**src/rtl/envelope_generator_pkg.sv**
```systemverilog
// ---------------------------------------------------------------------------
// envelope_generator_pkg
//
// Definitions shared by the envelope generator and the oscillator blocks:
// state encodings, level/gain/step widths and a helper that turns an 8-bit
// rate control into the 9-bit per-tick step (rate + 1).
// ---------------------------------------------------------------------------
package envelope_generator_pkg;

    localparam int LEVEL_W = 16;   // internal envelope level width
    localparam int GAIN_W  = 8;    // gain output width (level MSBs)
    localparam int RATE_W  = 8;    // rate / sustain control width
    localparam int STEP_W  = 9;    // rate + 1 needs one extra bit

    localparam logic [LEVEL_W-1:0] LEVEL_MAX = {LEVEL_W{1'b1}};
    localparam logic [LEVEL_W-1:0] LEVEL_MIN = '0;

    typedef enum logic [2:0] {
        ENV_IDLE    = 3'd0,
        ENV_ATTACK  = 3'd1,
        ENV_DECAY   = 3'd2,
        ENV_SUSTAIN = 3'd3,
        ENV_RELEASE = 3'd4
    } env_state_e;

    // A rate of 8'hFF gives a step of 256, so the result is 9 bits wide.
    function automatic logic [STEP_W-1:0] rate_to_step(input logic [RATE_W-1:0] rate);
        return {1'b0, rate} + {{(STEP_W-1){1'b0}}, 1'b1};
    endfunction

endpackage : envelope_generator_pkg

```
**src/rtl/envelope_step.sv**
```systemverilog
// ---------------------------------------------------------------------------
// envelope_step
//
// Purely combinational saturating step of the envelope level.
//   add mode : sum = level + step (17 bits). If the sum exceeds the bound the
//              result clamps to the bound and o_reached is set.
//   sub mode : if level <= bound + step (17-bit compare) the result lands
//              exactly on the bound and o_reached is set, otherwise the
//              result is level - step.
//
// Ports
//   i_add      : 1 = add toward an upper bound, 0 = subtract toward a lower one
//   i_level    : current 16-bit level
//   i_step     : 9-bit step (rate + 1)
//   i_bound    : 16-bit bound (upper in add mode, lower in sub mode)
//   o_level    : next level candidate
//   o_reached  : bound reached (phase complete)
// ---------------------------------------------------------------------------
module envelope_step
    import envelope_generator_pkg::*;
(
    input  logic                i_add,
    input  logic [LEVEL_W-1:0]  i_level,
    input  logic [STEP_W-1:0]   i_step,
    input  logic [LEVEL_W-1:0]  i_bound,
    output logic [LEVEL_W-1:0]  o_level,
    output logic                o_reached
);

    logic [LEVEL_W:0] w_step_ext;
    logic [LEVEL_W:0] w_level_ext;
    logic [LEVEL_W:0] w_bound_ext;
    logic [LEVEL_W:0] w_sum;
    logic [LEVEL_W:0] w_floor;
    logic [LEVEL_W:0] w_diff;

    assign w_step_ext  = {{(LEVEL_W+1-STEP_W){1'b0}}, i_step};
    assign w_level_ext = {1'b0, i_level};
    assign w_bound_ext = {1'b0, i_bound};

    // All arithmetic is carried in 17 bits so nothing can wrap.
    assign w_sum   = w_level_ext + w_step_ext;
    assign w_floor = w_bound_ext + w_step_ext;
    assign w_diff  = w_level_ext - w_step_ext;

    always_comb begin
        o_level   = i_level;
        o_reached = 1'b0;
        if (i_add) begin
            if (w_sum > w_bound_ext) begin
                o_level   = i_bound;
                o_reached = 1'b1;
            end else begin
                o_level   = w_sum[LEVEL_W-1:0];
            end
        end else begin
            // level <= bound + step means one more step would reach or pass
            // the bound, so land on it exactly.
            if (w_level_ext <= w_floor) begin
                o_level   = i_bound;
                o_reached = 1'b1;
            end else begin
                o_level   = w_diff[LEVEL_W-1:0];
            end
        end
    end

endmodule : envelope_step

```
**src/rtl/envelope_generator.sv**
```systemverilog
// ---------------------------------------------------------------------------
// envelope_generator
//
// ADSR envelope generator. A 16-bit level register is stepped once per
// sample-rate tick according to the current phase; gain is the top byte of
// that register with no extra stage, so it can feed the wave gain stage
// directly.
//
// Gate handling is evaluated every clk, independent of tick:
//   - a rising edge of gate (gate & ~gate_d) in any state enters ATTACK with
//     the level kept as-is (legato retrigger);
//   - gate low in ATTACK/DECAY/SUSTAIN enters RELEASE with the level kept.
// A cycle that takes a gate-driven transition never moves the level, even if
// tick is high on that cycle.
//
// Ports
//   clk            : system clock, rising edge
//   rst            : synchronous active-high reset, overrides gate and tick
//   tick           : sample-rate strobe, one clk wide
//   gate           : note-on level
//   attack_rate    : attack step = attack_rate + 1 per tick
//   decay_rate     : decay step = decay_rate + 1 per tick
//   sustain_level  : sustain gain (8'hFF full, 8'h00 silent)
//   release_rate   : release step = release_rate + 1 per tick
//   gain           : level[15:8]
//   active         : state != IDLE
//   env_state      : current state encoding (debug)
// ---------------------------------------------------------------------------
module envelope_generator
    import envelope_generator_pkg::*;
(
    input  logic               clk,
    input  logic               rst,
    input  logic               tick,
    input  logic               gate,
    input  logic [RATE_W-1:0]  attack_rate,
    input  logic [RATE_W-1:0]  decay_rate,
    input  logic [RATE_W-1:0]  sustain_level,
    input  logic [RATE_W-1:0]  release_rate,
    output logic [GAIN_W-1:0]  gain,
    output logic               active,
    output logic [2:0]         env_state
);

    env_state_e          r_state;
    logic [LEVEL_W-1:0]  r_level;
    logic                r_gate_d;

    logic                w_gate_rise;
    logic                w_gate_release;
    logic                w_step_add;
    logic [STEP_W-1:0]   w_step;
    logic [LEVEL_W-1:0]  w_bound;
    logic [LEVEL_W-1:0]  w_sustain_target;
    logic [LEVEL_W-1:0]  w_next_level;
    logic                w_reached;

    assign w_gate_rise      = gate & ~r_gate_d;
    assign w_gate_release   = ~gate && ((r_state == ENV_ATTACK) ||
                                        (r_state == ENV_DECAY)  ||
                                        (r_state == ENV_SUSTAIN));
    assign w_sustain_target = {sustain_level, 8'h00};

    // Select step, bound and direction for the shared step unit. Rates and
    // sustain are read live, so a change takes effect on the next tick.
    always_comb begin
        w_step_add = 1'b0;
        w_step     = rate_to_step(release_rate);
        w_bound    = LEVEL_MIN;
        case (r_state)
            ENV_ATTACK: begin
                w_step_add = 1'b1;
                w_step     = rate_to_step(attack_rate);
                w_bound    = LEVEL_MAX;
            end
            ENV_DECAY: begin
                w_step     = rate_to_step(decay_rate);
                w_bound    = w_sustain_target;
            end
            default: begin
                w_step_add = 1'b0;
                w_step     = rate_to_step(release_rate);
                w_bound    = LEVEL_MIN;
            end
        endcase
    end

    envelope_step u_step (
        .i_add     (w_step_add),
        .i_level   (r_level),
        .i_step    (w_step),
        .i_bound   (w_bound),
        .o_level   (w_next_level),
        .o_reached (w_reached)
    );

    always_ff @(posedge clk) begin
        if (rst) begin
            r_state  <= ENV_IDLE;
            r_level  <= LEVEL_MIN;
            r_gate_d <= 1'b0;
        end else begin
            r_gate_d <= gate;
            if (w_gate_rise) begin
                r_state <= ENV_ATTACK;
            end else if (w_gate_release) begin
                r_state <= ENV_RELEASE;
            end else begin
                case (r_state)
                    ENV_IDLE: begin
                        r_level <= LEVEL_MIN;
                    end
                    ENV_ATTACK: begin
                        if (tick) begin
                            r_level <= w_next_level;
                            if (w_reached) begin
                                r_state <= ENV_DECAY;
                            end
                        end
                    end
                    ENV_DECAY: begin
                        if (tick) begin
                            r_level <= w_next_level;
                            if (w_reached) begin
                                r_state <= ENV_SUSTAIN;
                            end
                        end
                    end
                    ENV_SUSTAIN: begin
                        // Tracks live sustain changes on every tick.
                        if (tick) begin
                            r_level <= w_sustain_target;
                        end
                    end
                    ENV_RELEASE: begin
                        if (tick) begin
                            r_level <= w_next_level;
                            if (w_reached) begin
                                r_state <= ENV_IDLE;
                            end
                        end
                    end
                    default: begin
                        r_state <= ENV_IDLE;
                    end
                endcase
            end
        end
    end

    assign gain      = r_level[LEVEL_W-1 -: GAIN_W];
    assign active    = (r_state != ENV_IDLE);
    assign env_state = r_state;

endmodule : envelope_generator

```
**config.mk**
```make
export PLATFORM = sky130hd
export DESIGN_NAME = envelope_generator
export DESIGN_NICKNAME = d
export VERILOG_FILES = /design/src/rtl/envelope_generator_pkg.sv /design/src/rtl/envelope_step.sv /design/src/rtl/envelope_generator.sv
export SDC_FILE = /design/constraint.sdc
export NUM_CORES = 1
export LEC_CHECK = 0
export ABC_AREA = 0
export CORE_MARGIN = 8
export CORE_UTILIZATION = 65
export CTS_CLUSTER_SIZE = 20
export DETAILED_ROUTE_END_ITERATION = 8
export DONT_BUFFER_PORTS = 1
export GPL_ROUTABILITY_DRIVEN = 0
export HOLD_SLACK_MARGIN = 0.05
export PLACE_DENSITY_LB_ADDON = 0.08
export SKIP_LAST_GASP = 1
export SYNTH_ARGS = -nofsm -noshare
export SYNTH_HDL_FRONTEND = slang
export SYNTH_SLANG_ARGS = --single-unit
```
**constraint.sdc**
```tcl
create_clock -name clk -period 8.14 [get_ports clk]
set_input_delay 2.442 -clock clk [delete_from_list [all_inputs] [get_ports clk]]
set_output_delay 2.442 -clock clk [all_outputs]
set_load 0.02 [all_outputs]
```
# == Word level (Yosys, flattened, before mapping) ==
# Index checks and enable logic that the tools add are counted.
# word_totals
output_inout_bits,12
register_bits,20
# op_classes
n_bitwise,6
add_sub_neg,6
n_reduce_logical,14
n_eq_ne,26
mux,21
magnitude_cmp,2
# ops
op,count
$mux 16,5
$pmux 16 s3,1
$add 16x9->17,2
$pmux 16 s2,1
$add 8x1->9 const B,3
$mux 3,7
$reduce_and 7->1,3
$pmux 9 s2,1
$gt 17x16->1,1
$le 16x17->1,1
$sub 16x9->16,1
$ne 4x3->1 const B,3
$ne 4x4->1 const B,3
$pmux 3 s4,1
$ne 2x1->1 const B,5
$ne 3x2->1 const B,3
$ne 3x3->1 const B,3
$ne 2x2->1 const B,4
$eq 3x2->1 const B,2
$reduce_bool 3->1,2
$reduce_or 3->1,2
$mux 1,5
$not 1->1,5
$reduce_and 5->1,1
other kinds (8),10

# == Depth between registers and ports, before layout ==
# Gate-level depths: netlist of the first run.
# logic_depth
depth_word,11
ltp_mapped,31
depth_no_buf,28

# == Cells and area by module ==
# From an unflattened synthesis of the first run, not the netlist that was laid out.
# hier_totals
cells_unflattened,611
hier_area_um2,4450.5
# modules_own_cells
mod,instances,seq_area_each_um2,area_each_um2,cells_per_inst
envelope_step,1,0.0,2765.2,398
envelope_generator,1,400.4,1685.4,213

# == Worst setup path after synthesis of the first run ==
# OpenSTA, ideal clock, no wires.
# synth_path
kind,in2reg
startpoint,in attack_rate[0]
endpoint,reg r_level[10]
path_stages,25
slack_ps,1068
setup_ps,130
required_ps,8010
arrival_time_ps,6941
path_cell_list,a22o_1 > a21oi_1 > inv_1 > ha_1 > nand2_1 > or3_1 > xor2_1 > ha_1 > o21ai_0 > a21oi_1 > o211ai_1 > a221o_1 > or3_1 > o211ai_1 > a22oi_1 > ha_1 > nand3_1 > nor4_1 > o31ai_1 > a31oi_1 > nand2_1 > buf_2 > nor2_1 > a2bb2oi_1 > o22ai_1
# synth_via
elab_chain_cells,8
# synth_rtl
item,line,source
from (decl),envelope_generator.sv:36,"input logic [RATE_W-1:0] attack_rate,"
$add 8x1->9 (*),envelope_generator_pkg.sv:28,"return {1'b0, rate} + {{(STEP_W-1){1'b0}}, 1'b1};"
$pmux 9 s2 (*),envelope_generator.sv:70,case (r_state)
$add 16x9->17 (on tied branches),"envelope_step.sv:43, envelope_step.sv:42",
$le 16x17->1 / $gt 17x16->1 (equally long branches),"envelope_step.sv:59, envelope_step.sv:50",
$mux 16 (on tied branches),"envelope_step.sv:59, envelope_step.sv:50",
$mux 16 (*),envelope_step.sv:49,if (i_add) begin
$mux 16 (*),"envelope_generator.sv:114, envelope_generator.sv:122, envelope_generator.sv:136",
$pmux 16 s3 (*),envelope_generator.sv:109,case (r_state)
to (signal assigned),envelope_generator.sv:115,r_level <= w_next_level;
to (signal assigned),envelope_generator.sv:123,r_level <= w_next_level;
to (signal assigned),envelope_generator.sv:137,r_level <= w_next_level;
to (decl),envelope_generator.sv:46,logic [LEVEL_W-1:0] r_level;
# Mark *: on every way between the ends. The rest lies on a longest branch, timed or not. The select of a mux whose other input is x is not followed.
# A chain may end at the register's enable or synchronous reset.

# == Worst setup path after layout of the first run ==
# layout_path
startpoint,in attack_rate[0]
endpoint,reg r_level[8]
# The elaborated chain is that of the path after synthesis.

==> impl_metrics.ini, run 1 <==
[power_and_ir_drop]
vdd.ir_drop.worst_v = 0.0001421
sw_frac_of_total_pct = 49.66
power_mw = 0.7486
p_seq_share_pct = 17.1
p_per_area_nw_per_um2 = 190.1
switching_power_mw = 0.3717
p_leak_nw = 1.731
power_frac_clock_pct = 14.6
internal_power_mw = 0.3769
comb_power_share_pct = 68.3

[synthesis]
synth_top_area_share_pct = 19.95
synthXorXnorAreaFrac_pct = 8.787
ys_ff_latch = 20
avgSynthCellArea_sq_um = 7.186
ys_warn_count = 0
synth_simple_gate_area_share_pct = 21.63
synth.area.mux_share_pct = 0.2575
synth_ff_type = dfxtp_1
synth-edff-count = 0
syn_nets = 642
synth_top_area_cell = ha_1
ys_async_sr_fraction_pct = 0
synth_compound_area_share_pct = 29.90
ys_types = 62
synth_most_common_cell = ha_1
syn-cell-area_sq_um = 3887
yosys.area_share.adder_pct = 21.50
synth_top_family_by_area = compound AO/OA/AOI/OAI gates
synth_common_cells = ha_1 (62), a21oi_1 (56), nor2_1 (43), inv_1 (34), nand2_1 (34)
synthTopCellsByArea = ha_1 (20%), dfxtp_1 (10%), a21oi_1 (7.2%), xnor2_1 (5.9%), nor2_1 (4.2%)
synthCells = 541
ys_seq_area_share_pct = 10.30

[global_routing]
grt_first_pass_wirelength_um = 17550
overflow = 0
grt_pass1_vias = 3627
grt_max_degree = 38
antenna_found_initial = 0
track_usage_pct = 24.76

[sta]
worst_pin_slew_ns = 0.9505
finalCriticalPeriod_ns = 7.650
hold_viol = 0
setup-tns-final_ns = 0
grt_setup_unrepaired = no
relSlewSlack_pct = 36.14
fin_skew_ns = 0.01809
fin_ws_ns = 0.4899
setup_viol = 0
max_freq_ghz = 0.1307
period_share_pct = 93.98
finalMaxSlewViolations = 0

[placement]
place_inst = 592
place_ws_ns = 0.2874
place_hpwl_um = 8714
portBuffers = 0

[worst_setup_path]
path_class = input pin to register
worst_ep_required_time_ns = 8.31
path_max_fanout = 12
reg2regPathDepth = 26
worst_setup_path_end_kind = register
rr_endpoint = r_level[8]$_SDFFE_PP0P_
worstSetupStartpointType = input pin
rrSetupSlack_ns = 0.96
arrival_ns = 7.82
regToRegStartpoint = env_state[1]$_SDFFE_PP0P_

[status]
status = finished, final reports clean

[clock_tree]
cts_tree = yes
clock_sinks = 20
cts_root_buffer = clkbuf_8
htree_num_levels = 1
clk_latency_ns = 0.29
ctsHoldBuffers = 0
cts_setup_buffers = 0
cts_inserted_buffers = 3
clkSlewWorstSetupHoldPaths_ns = 0.08
cts_buffer_depth = 2
ctsResizeCount = 0

[worst_hold_path]
hold_depth = 2
hp-class = register to register
hp-start = r_level[5]$_SDFFE_PP0P_
hold_path_end = r_level[5]$_SDFFE_PP0P_

[die]
initial_core_util_pct = 66.45
rows = 28
pin_count = 48
die_w_um = 93.34
coreArea_sq_um = 5851
dieArea_sq_um = 8711
die_h_um = 93.34

[finish]
drive_gt1_share_pct = 4.031
syn2layout_area_growth_pct = 1.288
final_cells = 596
fin_nets = 623
antennaDiodeCount = 0
fin_util_pct = 67.30

[run]
cap_violations = 0

[routing]
drt_wl_total_um = 11050
via_per_inst = 6.577
via_count = 3920
detail-route-antenna-nets = 0
drt_iter0_drc = 246
drc = 0
firstDrtPassIters = 5
routedWlPerCell_um = 18.54
## final cells by class
cell class / instances / area, sq um
inverter: 37 / 138.9
tap: 75 / 93.84
fill: 517 / 1913
sequential: 20 / 400.4
clock buffer: 3 / 41.29
multi-input combinational: 455 / 3196
clock inverter: 1 / 30.03
timing repair buffer: 5 / 37.54
## placed cells by master (no fill, tap or decap), types with 15 or more instances in the layout
master	Yosys	routed
ha_1	62	62
a21oi_1	56	56
nor2_1	43	43
inv_1	34	34
nand2_1	34	34
xnor2_1	26	26
o21ai_0	21	21
dfxtp_1	20	20
o21ai_1	18	18
nor3_1	15	15
## metrics by stage
step | instance area, sq um | hold WS, ns
floorplan | 3887 | 0.4536
global placement | 3866 | 0.4884
detailed placement | 3866 | 0.4877
CTS | 3938 | 0.5073
global route | 3938 | 0.5374
finish | 3938 | 0.5038
## power groups by stage
stage	combinational [mW]	clock, mW	sequential, mW
floorplan	0.408	0	0.118
global placement	0.484	0	0.130
detailed placement	0.500	0	0.130
CTS	0.503	0.108	0.128
global route	0.572	0.112	0.130
finish	0.511	0.109	0.128
## worst max-delay path, stage by stage
cell and delay, ns:
a22o_1 0.19, a21oi_1 0.33, inv_1 0.09, ha_1 0.22
nand2_1 0.09, or3_1 0.15, xor2_1 0.35, ha_1 0.32
nor4_1 0.07, a21oi_1 0.17, o211ai_1 0.16, a221o_1 0.42
or3_1 0.38, o211ai_1 0.19, a22oi_1 0.09, ha_1 0.32
nand3_1 0.13, nor4_1 0.35, o31ai_1 0.15, a31oi_1 0.22
nand2_1 0.29, nor2_1 0.39, o32a_1 0.22, o22ai_1 0.07
## flip-flops by register name, summed over array words and instances, names as in the netlist
signal and cells:
env_state 3, r_level 16, r_gate_d 1
## how the worst max path moves through the flow
| stage | cells past startpoint | from | slack (ns) | end |
|---|---|---|---|---|
| 2_1_floorplan | 25 | attack_rate[0] | 1.07 | r_level[10]$_SDFFE_PP0P_ |
| 3_3_place_gp | 24 | attack_rate[0] | 0.45 | r_level[8]$_SDFFE_PP0P_ |
| 3_5_place_dp | 24 | attack_rate[0] | 0.29 | r_level[8]$_SDFFE_PP0P_ |
| 4_1_cts | 24 | attack_rate[0] | 0.58 | r_level[8]$_SDFFE_PP0P_ |
| 5_1_grt | 24 | attack_rate[0] | 0.009 | r_level[8]$_SDFFE_PP0P_ |
| 6_report | 24 | attack_rate[0] | 0.49 | r_level[8]$_SDFFE_PP0P_ |
## cells by family after synthesis
logic type,count (synthesis)
buffers and inverters,66
AOI/OAI and AO/OA,183
xor gates and xnor gates,39
adders and majority gates,65
DFF,20
and+or+nand+nor,167
muxes,1
## per-layer routing
layer	vias to the layer above	track usage, %	part of all wire [%]
met1	1787	30.27	42
met5	-	0	0
li1	1936	-	-
met4	0	10.60	3.1
met2	166	41.01	47
met3	31	4.968	7.4
Note: power is estimated with default switching activity, not from simulation.
==> inputs of run 2 (changes only) <==
--- a/config.mk
+++ b/config.mk
@@ -6,8 +6,11 @@
 export NUM_CORES = 1
 export LEC_CHECK = 0
 export ABC_AREA = 0
+export CELL_PAD_IN_SITES_DETAIL_PLACEMENT = 1
+export CELL_PAD_IN_SITES_GLOBAL_PLACEMENT = 1
+export CORE_ASPECT_RATIO = 1.4
 export CORE_MARGIN = 8
-export CORE_UTILIZATION = 65
+export CORE_UTILIZATION = 48
 export CTS_CLUSTER_SIZE = 20
 export DETAILED_ROUTE_END_ITERATION = 8
 export DONT_BUFFER_PORTS = 1
@@ -18,3 +21,4 @@
 export SYNTH_ARGS = -nofsm -noshare
 export SYNTH_HDL_FRONTEND = slang
 export SYNTH_SLANG_ARGS = --single-unit
+export TNS_END_PERCENT = 10
==> run 2 against run 1 <==
  * Global-route usage fell by 1.7 points
  * Power rose by 7.1%
  * Largest cell class unchanged
  * Setup slack got worse by 0.018 ns
==> impl_metrics.ini, run 2 (same netlist as run 1, synthesis figures left out) <==
[sta]
finalMaxSlewViolations = 0
finalCriticalPeriod_ns = 7.668
max_freq_ghz = 0.1304
relSlewSlack_pct = 29.68
setup-tns-final_ns = 0
grt_setup_unrepaired = no
setup_viol = 0
period_share_pct = 94.20
hold_viol = 0
fin_ws_ns = 0.4719
fin_skew_ns = 0.001939
worst_pin_slew_ns = 1.047

[placement]
place_ws_ns = 0.3032
place_hpwl_um = 10780
place_inst = 619
portBuffers = 0

[routing]
routedWlPerCell_um = 21.37
via_per_inst = 6.332
firstDrtPassIters = 4
drt_iter0_drc = 140
detail-route-antenna-nets = 0
drt_wl_total_um = 13310
drc = 0
via_count = 3945

[clock_tree]
cts_buffer_depth = 2
cts_root_buffer = clkbuf_16
clock_sinks = 20
clkSlewWorstSetupHoldPaths_ns = 0.07
cts_tree = yes
clk_latency_ns = 0.27
htree_num_levels = 1
cts_setup_buffers = 0
ctsHoldBuffers = 0
ctsResizeCount = 0
cts_inserted_buffers = 3

[worst_setup_path]
cp_common_cell = ha_1
worst_ep_required_time_ns = 8.29
worstSetupStartpointType = input pin
cp_slowest_stage_delay_ns = 0.41
worstPathCellList = a22o_1 > a21oi_1 > inv_1 > ha_1 > nand2_1 > or3_1 > xor2_1 > ha_1 > nor4_1 > a21oi_1 > o211ai_1 > a221o_1 > or3_1 > o211ai_1 > a22oi_1 > ha_1 > nand3_1 > nor4_1 > o31ai_1 > a31oi_1 > nand2_1 > nor2_1 > o22ai_1 > o2bb2ai_1
worst_setup_path_end_kind = register
path_max_fanout = 12
path_class = input pin to register
slowest_stage = nor4_1
arrival_ns = 7.82

[run]
cap_violations = 0

[die]
dieArea_sq_um = 11280
coreArea_sq_um = 8003
die_h_um = 122.5
pin_count = 48
die_w_um = 92.06
initial_core_util_pct = 48.58
rows = 39

[global_routing]
grt_first_pass_wirelength_um = 20720
overflow = 0
track_usage_pct = 23.02
grt_pass1_vias = 4093
antenna_found_initial = 0
grt_max_degree = 39

[finish]
final_cell_mix = ha_1 (62), a21oi_1 (56), nor2_1 (43)
fin_util_pct = 50.05
drive_gt1_share_pct = 4.031
fillCellCount = 1066
seq_area_sq_um = 400.4
largest_reg_flops = 16
final_common_cell = ha_1
multiInputGateArea_sq_um = 3196
syn2layout_area_growth_pct = 3.025
final_cells = 623
fin_nets = 623
antennaDiodeCount = 0
regMostFlops = r_level

[power_and_ir_drop]
p_leak_nw = 1.747
p_per_area_nw_per_um2 = 200.1
vdd.ir_drop.worst_v = 0.00009446

[worst_hold_path]
hp-class = register to register

[status]
status = finished, final reports clean
## run 2: cell counts in the layout (fill, tap and decap cells not counted)
No cell type changed its count.
## run 2: worst max-delay path, delay by kind of cell
| family | cells | cell delay (ns) |
|---|---|---|
| AO/OA/AOI/OAI | 11 | 2.17 |
| XOR/XNOR | 1 | 0.34 |
| adder cells (fa/ha/maj) | 3 | 0.88 |
| AND/OR/NAND/NOR | 8 | 1.90 |
| buffers and inverters | 1 | 0.09 |
## run 2: where the power goes
group / leakage [nW] / internal [mW] / total [mW] / switching [mW]
sequential: 0.163 / 0.106 / 0.129 / 0.0229
clock: 0.0511 / 0.0980 / 0.146 / 0.0476
combinational: 1.53 / 0.207 / 0.527 / 0.321
total: 1.75 / 0.411 / 0.802 / 0.391
## run 2: final timing paths
path	endpoint	startpoint	cells past startpoint	slack, ns
max	r_level[15]$_SDFFE_PP0P_	attack_rate[0]	24	0.47
min	r_level[0]$_SDFFE_PP0P_	r_level[0]$_SDFFE_PP0P_	2	0.51
max reg2reg	r_level[15]$_SDFFE_PP0P_	env_state[1]$_SDFFE_PP0P_	26	0.95
min reg2reg	r_level[0]$_SDFFE_PP0P_	r_level[0]$_SDFFE_PP0P_	2	0.51
## run 2: area by class of cell
type	count	area share (%)
clock inverters	1	0.7498
inverters	37	3.468
flip-flops and latches	20	9.997
repair buffers	5	0.9372
multi-input cells	455	79.79
well taps	102	3.186
clock buffers	3	1.874
## run 2: layer usage
layer	GRT usage [%]	wire, um	share of wire [%]
met1	24.04	5097	38
met2	45.38	7215	54
met3	2.264	540	4.1
met4	9.302	457	3.4
met5	0	0	0
## run 2: through the flow
stage,area [sq um],power (mW),hold WS [ns]
4_1_cts,4005,0.8021,0.5150
6_report,4005,0.8016,0.5125
2_1_floorplan,3887,0.5267,0.4536
3_3_place_gp,3900,0.6343,0.4940
3_5_place_dp,3900,0.6559,0.5062
5_1_grt,4005,0.8695,0.5400
==> inputs of run 3 (changes only) <==
--- a/config.mk
+++ b/config.mk
@@ -14,9 +14,9 @@
 export CTS_CLUSTER_SIZE = 20
 export DETAILED_ROUTE_END_ITERATION = 8
 export DONT_BUFFER_PORTS = 1
-export GPL_ROUTABILITY_DRIVEN = 0
 export HOLD_SLACK_MARGIN = 0.05
 export PLACE_DENSITY_LB_ADDON = 0.08
+export REMOVE_ABC_BUFFERS = 1
 export SKIP_LAST_GASP = 1
 export SYNTH_ARGS = -nofsm -noshare
 export SYNTH_HDL_FRONTEND = slang
==> run 3 against run 2 <==
  * Global-route usage up 0.25 points
  * Final cell count down 0.16%
  * Routed wire length increased by 0.85%
  * Non-clock buffer count down 1
  * Hold slack better by 0.0063 ns
  * Setup slack improved by 0.056 ns
  * Critical endpoint is now r_level[8]$_SDFFE_PP0P_
  * Largest power group unchanged
==> impl_metrics.ini, run 3 (same netlist as run 1, synthesis figures left out) <==
[clock_tree]
cts_inserted_buffers = 3
clock_sinks = 20
ctsHoldBuffers = 0
ctsResizeCount = 0
cts_tree = yes
cts_setup_buffers = 0
clk_latency_ns = 0.26
cts_root_buffer = clkbuf_16
clkSlewWorstSetupHoldPaths_ns = 0.07
htree_num_levels = 1
cts_buffer_depth = 2

[worst_setup_path]
path_class = input pin to register
path_max_fanout = 12
worst_ep_required_time_ns = 8.28
rrSetupSlack_ns = 0.75
reg2regPathDepth = 26
regToRegStartpoint = env_state[2]$_SDFFE_PP0P_
worst_setup_path_end_kind = register
rr_endpoint = r_level[8]$_SDFFE_PP0P_
worstSetupStartpointType = input pin
arrival_ns = 7.75

[routing]
firstDrtPassIters = 4
drt_iter0_drc = 134
drc = 0
via_count = 4055
via_per_inst = 6.519
drt_wl_total_um = 13420
detail-route-antenna-nets = 0
routedWlPerCell_um = 21.58

[placement]
place_hpwl_um = 11150
place_area_sq_um = 3892
place_inst = 618
portBuffers = 0
place.gp.congestion = 0.9082

[finish]
fin_nets = 622
final_cells = 622
syn2layout_area_growth_pct = 2.414
regMostFlops = r_level
drive_gt1_share_pct = 3.846
antennaDiodeCount = 0
stdcell_area_sq_um = 3981
final_cell_mix = ha_1 (62), a21oi_1 (56), nor2_1 (43)
largest_reg_flops = 16
final_common_cell = ha_1

[sta]
max_freq_ghz = 0.1314
worst_pin_slew_ns = 0.8371
grt_setup_unrepaired = no
setup_viol = 0
setup-tns-final_ns = 0
finalCriticalPeriod_ns = 7.612
fin_skew_ns = 0.005283
hold_viol = 0
finalMaxSlewViolations = 0
relSlewSlack_pct = 43.77
period_share_pct = 93.52

[power_and_ir_drop]
p_per_area_nw_per_um2 = 195.5
vdd.ir_drop.worst_v = 0.0001072
p_leak_nw = 1.734
power_mw = 0.7784

[die]
dieArea_sq_um = 11280
coreArea_sq_um = 8003
die_h_um = 122.5
die_w_um = 92.06
initial_core_util_pct = 48.58
pin_count = 48
rows = 39

[worst_hold_path]
hp-start = r_level[2]$_SDFFE_PP0P_
hold_path_end = r_level[2]$_SDFFE_PP0P_
hp-class = register to register
hold_depth = 2

[status]
status = finished, final reports clean

[global_routing]
antenna_found_initial = 0
grt_pass1_vias = 4239
grt_first_pass_wirelength_um = 21180
track_usage_pct = 23.27
overflow = 0
grt_max_degree = 39

[run]
cap_violations = 0
[run 3: worst max-delay path by stage]
stage | startpoint | to | slack [ns] | cells after the start
6_report | attack_rate[0] | r_level[8]$_SDFFE_PP0P_ | 0.53 | 24
4_1_cts | attack_rate[0] | r_level[10]$_SDFFE_PP0P_ | 0.51 | 24
3_3_place_gp | attack_rate[0] | r_level[10]$_SDFFE_PP0P_ | 0.68 | 24
3_5_place_dp | attack_rate[0] | r_level[10]$_SDFFE_PP0P_ | 0.23 | 24
5_1_grt | attack_rate[0] | r_level[10]$_SDFFE_PP0P_ | 0.01 | 24
2_1_floorplan | attack_rate[0] | r_level[15]$_SDFFE_PP0P_ | 1.02 | 24
[run 3: area by class of cell]
type | count | area, sq um
Multi-Input combinational cell | 455 | 3196
Inverter | 37 | 138.9
Tap cell | 102 | 127.6
Fill cell | 1060 | 4021
Clock buffer | 4 | 88.84
Timing Repair Buffer | 4 | 30.03
Sequential cell | 20 | 400.4
[run 3: power breakdown]
| part | switching [mW] | internal (mW) |
|---|---|---|
| clock network | 0.0438 | 0.0752 |
| registers | 0.0256 | 0.106 |
| logic | 0.321 | 0.207 |
| total | 0.391 | 0.388 |
[run 3: stage by stage]
step	util, %	worst slack (ns)	hold WS (ns)
floorplan	-	1.018	0.4476
global placement	48.64	0.6832	0.5001
detailed placement	48.64	0.2280	0.5008
CTS	49.75	0.5079	0.5155
global route	49.75	0.009837	0.5533
finish	49.75	0.5276	0.5188
[run 3: metal layers]
metal,vias up,part of all wire (%),GRT usage (%)
met3,56,4.8,3.550
met5,-,0,0
met1,1952,37,23.50
met4,0,6.9,15.98
met2,124,51,43.05
li1,1923,-,-
[run 3: worst max-delay path, cell delays in order]
cell	delay (ns)
a22o_1	0.18
a21oi_1	0.31
inv_1	0.09
ha_1	0.22
nand2_1	0.11
or3_1	0.15
xor2_1	0.32
ha_1	0.26
o21ai_0	0.10
a21oi_1	0.19
o211ai_1	0.14
a221o_1	0.38
or3_1	0.37
o211ai_1	0.20
a22oi_1	0.09
ha_1	0.33
nand3_1	0.12
nor4_1	0.36
o31ai_1	0.14
a31oi_1	0.26
nand2_1	0.31
nor2_1	0.38
o32a_1	0.22
o22ai_1	0.07
